### src/rtl/bru_pkg.sv
// Shared types and constants for the branch resolve unit.
package bru_pkg;

   // Recovery state machine encoding.
   typedef enum logic [0:0] {
      IDLE    = 1'b0,
      RECOVER = 1'b1
   } bru_state_e;

   // Sequential fetch increment.
   localparam int unsigned PC_INC = 4;

   // Per-stage control flags. valid sits at bit 0 so the stage register can
   // clear it without knowing the PC width carried alongside.
   typedef struct packed {
      logic pred_taken;
      logic btb_hit;
      logic valid;
   } bru_stage_t;

   localparam int unsigned BRU_VALID_BIT = 0;

endpackage

### src/rtl/bru_stage_reg.sv
// One pipeline stage register (F->D or D->E) with stall hold and flush kill.
module bru_stage_reg
   import bru_pkg::*;
#(
   parameter int unsigned W         = 8,
   parameter int unsigned VALID_BIT = BRU_VALID_BIT
) (
   input  logic         clk,
   input  logic         reset_i,
   input  logic         stall,
   input  logic         flush,
   input  logic [W-1:0] d,
   output logic [W-1:0] q
);

   // Flush wins over stall; only the valid bit matters when killed.
   always_ff @(posedge clk or posedge reset_i) begin
      if (reset_i) begin
         q <= '0;
      end else if (flush) begin
         q            <= d;
         q[VALID_BIT] <= 1'b0;
      end else if (!stall) begin
         q <= d;
      end
   end

endmodule

### src/rtl/branch_resolve_unit.sv
// Branch resolve unit: carries fetch predictions to E, detects mispredicts,
// drives redirect/flush, BTB allocate and PHT training strobes.
// Optional performance counters are enabled by defining BRU_PERF_EN.
module branch_resolve_unit
   import bru_pkg::*;
#(
   parameter int unsigned PC_W = 32
) (
   input  logic            clk,
   input  logic            reset_i,
   input  logic            valid_f_i,
   input  logic [PC_W-1:0] pc_f_i,
   input  logic            pred_taken_f_i,
   input  logic [PC_W-1:0] pred_target_f_i,
   input  logic            btb_hit_f_i,
   input  logic            stall_i,
   input  logic            is_branch_e_i,
   input  logic            is_jump_e_i,
   input  logic            taken_e_i,
   input  logic [PC_W-1:0] target_e_i,
   output logic            redirect_o,
   output logic [PC_W-1:0] redirect_pc_o,
   output logic            flush_o,
   output logic            btb_wr_o,
   output logic            btb_wr_j_o,
   output logic            btb_wr_b_o,
   output logic [PC_W-1:0] btb_wdata_o,
   output logic            pht_update_o,
   output logic            pht_inc_o,
   output logic [31:0]     branch_cnt_o,
   output logic [31:0]     mispred_cnt_o
);

   localparam int unsigned SW = 2 * PC_W + $bits(bru_stage_t);

   bru_stage_t      f_flags;
   bru_stage_t      e_flags;
   logic [SW-1:0]   f_vec;
   logic [SW-1:0]   d_vec;
   logic [SW-1:0]   e_vec;
   logic [PC_W-1:0] e_pc;
   logic [PC_W-1:0] e_pred_target;
   logic [PC_W-1:0] e_pc_next;

   bru_state_e      state_q;
   bru_state_e      state_d;
   logic            e_done_q;

   logic            e_live;
   logic            is_cti;
   logic            actual_taken;
   logic            idle;
   logic            resolve;
   logic            mispredict;
   logic            btb_wr;
   logic            pht_update;

   assign f_flags = '{pred_taken: pred_taken_f_i, btb_hit: btb_hit_f_i, valid: valid_f_i};
   assign f_vec   = {pc_f_i, pred_target_f_i, f_flags};

   bru_stage_reg #(.W(SW), .VALID_BIT(BRU_VALID_BIT)) u_stage_d (
      .clk     (clk),
      .reset_i (reset_i),
      .stall   (stall_i),
      .flush   (flush_o),
      .d       (f_vec),
      .q       (d_vec)
   );

   bru_stage_reg #(.W(SW), .VALID_BIT(BRU_VALID_BIT)) u_stage_e (
      .clk     (clk),
      .reset_i (reset_i),
      .stall   (stall_i),
      .flush   (flush_o),
      .d       (d_vec),
      .q       (e_vec)
   );

   assign {e_pc, e_pred_target, e_flags} = e_vec;

   // An instruction held in E by a stall has already strobed once; e_done_q
   // suppresses repeats until E advances or is flushed.
   always_ff @(posedge clk or posedge reset_i) begin
      if (reset_i) begin
         e_done_q <= 1'b0;
      end else if (flush_o || !stall_i) begin
         e_done_q <= 1'b0;
      end else if (e_flags.valid) begin
         e_done_q <= 1'b1;
      end
   end

   // Resolution, mispredict detection and strobe generation in E.
   always_comb begin
      e_live       = e_flags.valid & ~e_done_q;
      is_cti       = is_branch_e_i | is_jump_e_i;
      actual_taken = is_jump_e_i | taken_e_i;
      idle         = (state_q == IDLE);
      resolve      = e_live & is_cti & idle;
      e_pc_next    = e_pc + PC_W'(PC_INC);
      mispredict   = (resolve & ((e_flags.pred_taken != actual_taken) |
                                 (actual_taken & (e_pred_target != target_e_i))))
                   | (e_live & idle & e_flags.pred_taken & ~is_cti);
      btb_wr       = resolve & ~e_flags.btb_hit & actual_taken;
      pht_update   = resolve & is_branch_e_i;
   end

   // Outputs are gated so nothing but zeros appears without a live strobe.
   always_comb begin
      redirect_o    = mispredict;
      flush_o       = mispredict;
      redirect_pc_o = '0;
      if (mispredict) begin
         redirect_pc_o = (actual_taken & is_cti) ? target_e_i : e_pc_next;
      end
      btb_wr_o      = btb_wr;
      btb_wr_j_o    = btb_wr & is_jump_e_i;
      btb_wr_b_o    = btb_wr & is_branch_e_i;
      btb_wdata_o   = btb_wr ? target_e_i : '0;
      pht_update_o  = pht_update;
      pht_inc_o     = pht_update & taken_e_i;
   end

   // Recovery FSM next state: one masked cycle after every mispredict.
   always_comb begin
      state_d = state_q;
      case (state_q)
         IDLE:    if (mispredict) state_d = RECOVER;
         RECOVER: state_d = IDLE;
         default: state_d = IDLE;
      endcase
   end

   // Recovery FSM state register.
   always_ff @(posedge clk or posedge reset_i) begin
      if (reset_i) begin
         state_q <= IDLE;
      end else begin
         state_q <= state_d;
      end
   end

`ifdef BRU_PERF_EN
   logic [31:0] branch_cnt_q;
   logic [31:0] mispred_cnt_q;

   // Performance counters, wrapping at 2^32.
   always_ff @(posedge clk or posedge reset_i) begin
      if (reset_i) begin
         branch_cnt_q  <= '0;
         mispred_cnt_q <= '0;
      end else begin
         if (resolve)    branch_cnt_q  <= branch_cnt_q + 32'd1;
         if (mispredict) mispred_cnt_q <= mispred_cnt_q + 32'd1;
      end
   end

   assign branch_cnt_o  = branch_cnt_q;
   assign mispred_cnt_o = mispred_cnt_q;
`else
   assign branch_cnt_o  = '0;
   assign mispred_cnt_o = '0;
`endif

endmodule

### config.mk
export PLATFORM = sky130hd
export DESIGN_NAME = branch_resolve_unit
export DESIGN_NICKNAME = d
export VERILOG_FILES = /design/src/rtl/bru_pkg.sv /design/src/rtl/bru_stage_reg.sv /design/src/rtl/branch_resolve_unit.sv
export SDC_FILE = /design/constraint.sdc
export NUM_CORES = 1
export LEC_CHECK = 0
export CAP_MARGIN = 10
export CELL_PAD_IN_SITES_DETAIL_PLACEMENT = 0
export CELL_PAD_IN_SITES_GLOBAL_PLACEMENT = 1
export CORE_UTILIZATION = 32
export CTS_CLUSTER_SIZE = 24
export DETAILED_ROUTE_END_ITERATION = 10
export MAX_ROUTING_LAYER = met4
export PLACE_DENSITY_LB_ADDON = 0.25
export SKIP_CTS_REPAIR_TIMING = 1
export SYNTH_ARGS = -nofsm -noshare
export SYNTH_HDL_FRONTEND = slang
export SYNTH_SLANG_ARGS = --single-unit
export TNS_END_PERCENT = 100
### constraint.sdc
create_clock -name clk -period 5.2 [get_ports clk]
set_input_delay 1.56 -clock clk [delete_from_list [all_inputs] [get_ports clk]]
set_output_delay 1.56 -clock clk [all_outputs]
set_load 0.02 [all_outputs]
==> results.toml, run 1 <==
[layout]
final_cells = 1131
area_delta_synth_final_pct = 42.24
fillerInstances = 2021
finalNetCount = 943
drive_gt1_share_pct = 24.15

[cts]
tritoncts = "done"
cts_sinks = 136
cts-htree-levels = 4
clk_pin_slew_ns = 0.06
clkLatencyLatePin_ns = 0.42
numCtsBuffers = 17
root_buffer = "clkbuf_16"
cts.path.max_buffers = 2

[synthesis]
ys_ff_latch = 136
ys_warn_count = 0
syn_inst = 608
synth.distinct_cells = 30
synth_area_leader_cell = "dfrtp_1"
synth_compound_area_share_pct = 3.845
yosys.area.top_type_share_pct = 47.97
synth.yosys.seq_area_share_pct = 47.97
synth_top_family_by_area = "multiplexers"
synth-simple-area-share_pct = 10.11
synthMuxAreaShare_pct = 21.23
synthAdderAreaFrac_pct = 0.1764
synth_xor_area_share_pct = 7.407
syn_avg_cell_area_um2 = 11.67
syn_area_um2 = 7094
synth_area_leaders = "dfrtp_1 48%, mux2_1 13%, mux2_2 8.3%"

[worst_setup_path]
startpoint = "is_branch_e_i"
slowest_delay_ns = 0.61
crit_type = "input pin to output port"
timing.rr.start = "u_stage_e.q[14]$_DFFE_PP0P_"
worstSetupEndpointType = "output port"
critPathBufInv = 4
worstPathRequired_ns = 3.64
critPathArrivalTime_ns = 3.55
start_kind = "input pin"
path_cells = "clkdlybuf4s50_1 > buf_4 > a21oi_4 > nor3_4 > buf_4 > and2_1 > clkdlybuf4s50_1"
crit_slowest_cell = "clkdlybuf4s50_1"
critPathTopFamily = "buffers and inverters"
crit_fanout = 13

[sta]
fin_crit_ns = 5.111
slew_violations = 0
max-slew-margin-rel_pct = 53.55
fmax_mhz = 195.7
finClkSkew_ns = 0.009109
worstMarginPinSlew_ns = 0.6968
hold_viol_final = 0
period_share_pct = 98.28
finalSetupViolations = 0
rsz0062_at_grt = "no"
finalSetupTns_ns = 0

[pwr]
intPower_mw = 3.154
p_per_area_nw_per_um2 = 475.7
p_sw_share_pct = 34.30
ir_worst_vdd_uv = 246.5
leakage_nw = 4.827
switchingPower_mw = 1.647
p_seq_share_pct = 37.9
pwr-share-comb_pct = 36.3
clockPowerShare_pct = 25.8

[floorplan]
die_h_um = 150.9
fp.coreArea_um2 = 21760
num_io_pins = 240
dieArea_um2 = 22770
rows = 54
start_util_pct = 32.61
die-width_um = 150.9

[detailed_routing]
num_vias = 5033
drtIter0Drc = 141
routedWlPerCell_um = 17.12
wirelength_um = 19360
drtPass1Iterations = 4
routed_via_density = 4.450
ant_nets = 0
drc_errors = 0

[flow_run]
drv_cap = 0

[grt]
grt_pass1_wl_um = 28810
track_usage_pct = 17.86
grt_pass1_vias = 5072
grt_max_degree = 93
antenna_found_initial = 0
grt-ovfl-total = 0

[placed_design]
gp_congestion = 0.8633
portBuffers = 175
dp_hpwl_um = 14840
place_inst = 1096

[run_status]
status = "finished, final reports clean"

[hold_path]
hp-class = "register to register"
hp-start = "u_stage_d.q[37]$_DFFE_PP0P_"
==> metrics by stage <==
stage | util (%) | total power, mW | hold WS, ns | setup WS, ns | cell area (um2)
floorplan | - | 2.857 | 0.4522 | 0.0005413 | 7331
global placement | 42.91 | 3.512 | 0.4625 | -0.5794 | 9335
detailed placement | 42.91 | 3.564 | 0.4672 | -0.6060 | 9335
CTS | 45.69 | 4.834 | 0.4834 | -0.6224 | 9940
global route | 46.36 | 5.109 | 0.4992 | 0.002676 | 10090
finish | 46.38 | 4.800 | 0.4756 | 0.08919 | 10090
==> layout by cell type (no fill, tap or decap), types with 3 or more instances in the layout <==
cell / count
inv_1: 7
and3_1: 4
a211oi_2: 6
mux2_1: 80
a21oi_1: 5
nor2_1: 43
buf_2: 3
and2_1: 34
buf_12: 4
dlymetal6s2s_1: 42
dfrtp_1: 136
xor2_1: 19
nand2_1: 17
conb_1: 64
mux2_2: 52
bufinv_16: 3
a211oi_1: 22
clkdlybuf4s50_1: 100
o21ai_0: 3
xnor2_2: 10
clkbuf_2: 27
nand4_1: 13
buf_4: 60
xnor2_1: 30
clkinvlp_4: 4
clkbuf_16: 18
nand3_1: 11
and4_1: 3
==> worst reg2reg max path, stage by stage, from the launching register on <==
cell and delay (ns):
dfrtp_1 0.40, xnor2_2 0.17, buf_4 0.13, nand4_1 0.12
nor4_2 0.30, nand4_1 0.22, buf_4 0.20, a211oi_4 0.29
buf_12 0.41, mux2_2 0.50
==> synthesized netlist by cell type <==
library cell,n
conb_1,1
mux2_1,80
nand4_1,13
o21ai_0,3
or3b_2,1
dfrtp_1,136
buf_4,73
and2_1,34
nor2b_1,1
and3b_1,1
a211oi_1,28
a21oi_1,7
nor3b_1,1
inv_1,8
clkbuf_1,12
mux2_2,52
and4_1,3
nand2_1,17
nor2_1,43
ha_1,1
mux2i_1,2
nor3_1,4
nand3_1,11
xor2_1,20
nor4b_2,1
xnor2_1,40
and3_1,4
a211oi_2,1
buf_2,6
nor4_1,4
==> state kept, by name, summed over array words and instances (netlist names) <==
name         count
e_done_q         1
u_stage_d.q     67
u_stage_e.q     67
state_q          1
==> metal layers <==
layer	global-route usage (%)	wire length (um)	share of wire, %
met4	5.450	191	0.99
met1	22.12	8445	44
met2	29.27	9791	51
met5	-	0	0
met3	3.645	932	4.8
==> layout make-up <==
class	count	area, um2	share of cell area (%)
antenna	2	5.005	0.04960
clock buffer	20	456.7	4.526
clock inverter	11	147.6	1.463
inverter	8	35.03	0.3472
multi-input combinational	436	3446	34.15
sequential	136	3403	33.73
tap	280	350.3	3.472
timing repair buffer	238	2247	22.27
==> power groups by stage <==
stage / Sequential [mW] / Clock [mW] / Combinational [mW]
2_1_floorplan: 1.72 / 0 / 1.14
4_1_cts: 1.81 / 1.27 / 1.75
6_report: 1.82 / 1.24 / 1.74
3_5_place_dp: 1.82 / 0 / 1.74
3_3_place_gp: 1.80 / 0 / 1.71
5_1_grt: 1.89 / 1.33 / 1.90
==> cells by family after synthesis <==
group / count (synthesis)
mux: 134
simple gates: 138
compound gates: 39
other cells: 1
buf+inv: 99
fa+ha+maj: 1
flops: 136
xor+xnor: 60
==> worst paths after layout <==
kind	slack [ns]	cells after the start	endpoint
worst max-delay path	0.09	7	btb_wdata_o[27]
worst min-delay path	0.48	1	u_stage_e.q[37]$_DFFE_PP0P_
worst max register to register	2.34	9	u_stage_e.q[2]$_DFFE_PP0P_
worst min register to register	0.48	1	u_stage_e.q[37]$_DFFE_PP0P_
max in group asynchronous	2.64	3	u_stage_e.q[57]$_DFFE_PP0P_
min in group asynchronous	1.65	2	u_stage_e.q[64]$_DFFE_PP0P_
Note: power is estimated with default switching activity, not from simulation.
==> run 2: changes to the inputs <==
--- a/config.mk
+++ b/config.mk
@@ -9,7 +9,6 @@
 export CELL_PAD_IN_SITES_DETAIL_PLACEMENT = 0
 export CELL_PAD_IN_SITES_GLOBAL_PLACEMENT = 1
 export CORE_UTILIZATION = 32
-export CTS_CLUSTER_SIZE = 24
 export DETAILED_ROUTE_END_ITERATION = 10
 export MAX_ROUTING_LAYER = met4
 export PLACE_DENSITY_LB_ADDON = 0.25
==> constraint.sdc (replaced) <==
create_clock -name clk -period 4.7 [get_ports clk]
set_input_delay 1.41 -clock clk [delete_from_list [all_inputs] [get_ports clk]]
set_output_delay 1.41 -clock clk [all_outputs]
set_load 0.02 [all_outputs]
==> run 2 against run 1 <==
Compared with the run above:
- clock power is 25% higher
- die area stayed put
- design area is 3.8% higher
- via count is 2.0% higher
- critical path type unchanged
- critical endpoint is now redirect_pc_o[6]
- largest cell class unchanged
- highest routed layer unchanged
==> results.toml, run 2 (synthesis gave the netlist of run 1 again) <==
[pwr]
leakage_nw = 5.345
intPower_mw = 3.732
p_per_area_nw_per_um2 = 536.4
p_seq_share_pct = 36.1
pwr-share-comb_pct = 36.3
p_sw_share_pct = 33.56
clockPowerShare_pct = 27.5
switchingPower_mw = 1.885
ir_worst_vdd_uv = 228.7

[worst_setup_path]
crit_slowest_cell = "xnor2_2"
start_kind = "input pin"
slowest_delay_ns = 0.24
crit_fanout = 5
r2r_end = "u_stage_d.q[62]$_DFFE_PP0P_"
timing.rr.start = "u_stage_e.q[32]$_DFFE_PP0P_"
crit_top_cell = "buf_6"
worstPathRequired_ns = 3.29
path_cells = "dlymetal6s2s_1 > xnor2_2 > nand4_1 > nor4_2 > nand4_1 > a21oi_2 > buf_6 > buf_6 > buf_6 > a211oi_1 > buf_2"
worstSetupEndpointType = "output port"
crit_type = "input pin to output port"
critPathArrivalTime_ns = 3.23
r2r_cells = 8
r2r_slack_ns = 1.96

[grt]
grt-ovfl-total = 0
antenna_found_initial = 2
grt_pass1_vias = 5040
track_usage_pct = 17.92
grt_max_degree = 72
grt_pass1_wl_um = 29010

[cts]
root_buffer = "clkbuf_16"
cts.path.max_buffers = 2
clk_pin_slew_ns = 0.06
clkLatencyLatePin_ns = 0.42
cts-htree-levels = 4
tritoncts = "done"
cts_sinks = 136
numCtsBuffers = 17

[hold_path]
worstHoldEndpoint = "u_stage_e.q[27]$_DFFE_PP0P_"
hp-start = "u_stage_d.q[27]$_DFFE_PP0P_"
hp-class = "register to register"
hold_depth = 1

[placed_design]
gp_congestion = 0.8116
placed_cell_area_um2 = 9409
portBuffers = 175
dp_hpwl_um = 14940
place_inst = 1099

[sta]
worstMarginPinSlew_ns = 0.9540
fin_crit_ns = 4.635
max-slew-margin-rel_pct = 36.27
rsz0062_at_grt = "yes"
fmax_mhz = 215.7
finalSetupViolations = 0
slew_violations = 0
whs_ns = 0.4802
period_share_pct = 98.62
finClkSkew_ns = 0.008432
hold_viol_final = 0

[layout]
final_area_um2 = 10470
mostFrequentLayoutCell = "dfrtp_1"
finalNetCount = 953
final_cell_mix = "136 x dfrtp_1, 80 x mux2_1, 73 x clkdlybuf4s50_1"
reg_top3 = "u_stage_d.q: 67 flops, u_stage_e.q: 67 flops"
final_cells = 1142
drive_gt1_share_pct = 26.98
area_delta_synth_final_pct = 47.62

[detailed_routing]
num_vias = 5136
wirelength_um = 19810
drtPass1Iterations = 4
drtIter0Drc = 196
routedWlPerCell_um = 17.34
routed_via_density = 4.497
ant_nets = 0
drc_errors = 0

[flow_run]
drv_cap = 0

[floorplan]
rows = 54
dieArea_um2 = 22770
die_h_um = 150.9
start_util_pct = 32.61
die-width_um = 150.9
num_io_pins = 240
fp.coreArea_um2 = 21760

[run_status]
status = "finished, final reports clean"
==> run 2: cell count changes in the layout (fill, tap and decap cells not counted), moves of 3 or more <==
cell	previous run	this run
a21oi_2	0	3
buf_12	4	8
clkdlybuf4s50_1	100	73
buf_4	60	66
xnor2_1	30	24
bufinv_16	3	6
clkbuf_2	27	22
xnor2_2	10	13
a211oi_1	22	19
a211oi_2	6	9
buf_6	0	7
dlymetal6s2s_1	42	65
clkinv_4	1	4
xnor2_4	0	3
==> run 2: final cells by class <==
class	instances	area, um2
inverters	8	33.78
multi-input cells	436	3532
clock buffers	18	439.2
repair buffers	248	2464
fillers	1977	11280
flip-flops and latches	136	3403
clock inverters	14	245.2
well taps	280	350.3
diodes	2	5.005
==> run 2: power groups by stage <==
stage	Combinational, mW	Clock (mW)	Sequential [mW]
after floorplan	1.26	0	1.90
after global placement	1.91	0	2.00
after detailed placement	1.94	0	2.02
after CTS	1.95	1.59	2.00
after global routing	2.21	1.64	2.11
final	2.04	1.55	2.03
==> run 2: layer usage <==
metal	part of all wire [%]	global-route usage [%]	vias to the layer above	wire length, um
met3	4.5	3.313	19	888
li1	-	-	2447	-
met5	0	-	-	0
met2	50	28.69	155	9948
met4	1.2	6.200	0	246
met1	44	22.70	2515	8724
==> run 2: how the worst max path moves through the flow <==
stage	to	slack, ns	cells past startpoint	from
after floorplan	redirect_pc_o[10]	0.42	7	target_e_i[30]
after global placement	flush_o	-0.78	9	target_e_i[21]
after detailed placement	redirect_o	-0.78	9	target_e_i[21]
after CTS	redirect_o	-0.80	9	target_e_i[21]
after global routing	redirect_pc_o[7]	-0.01	11	target_e_i[29]
final	redirect_pc_o[6]	0.06	11	target_e_i[21]
==> run 2: critical path, delay by kind of cell <==
kind	cells	cell delay, ns
XOR/XNOR	1	0.24
buffers and inverters	5	0.69
AND/OR/NAND/NOR	3	0.62
AO/OA/AOI/OAI	2	0.26
==> run 2: stage by stage <==
stage | setup WS [ns] | total power, mW | setup TNS, ns | utilization, %
6_report | 0.06474 | 5.617 | 0 | 48.14
5_1_grt | -0.01097 | 5.956 | -0.02946 | 48.14
4_1_cts | -0.7969 | 5.542 | -35.32 | 46.39
3_5_place_dp | -0.7830 | 3.954 | -34.83 | 43.25
3_3_place_gp | -0.7803 | 3.905 | -34.12 | 43.25
2_1_floorplan | 0.4205 | 3.162 | 0 | -
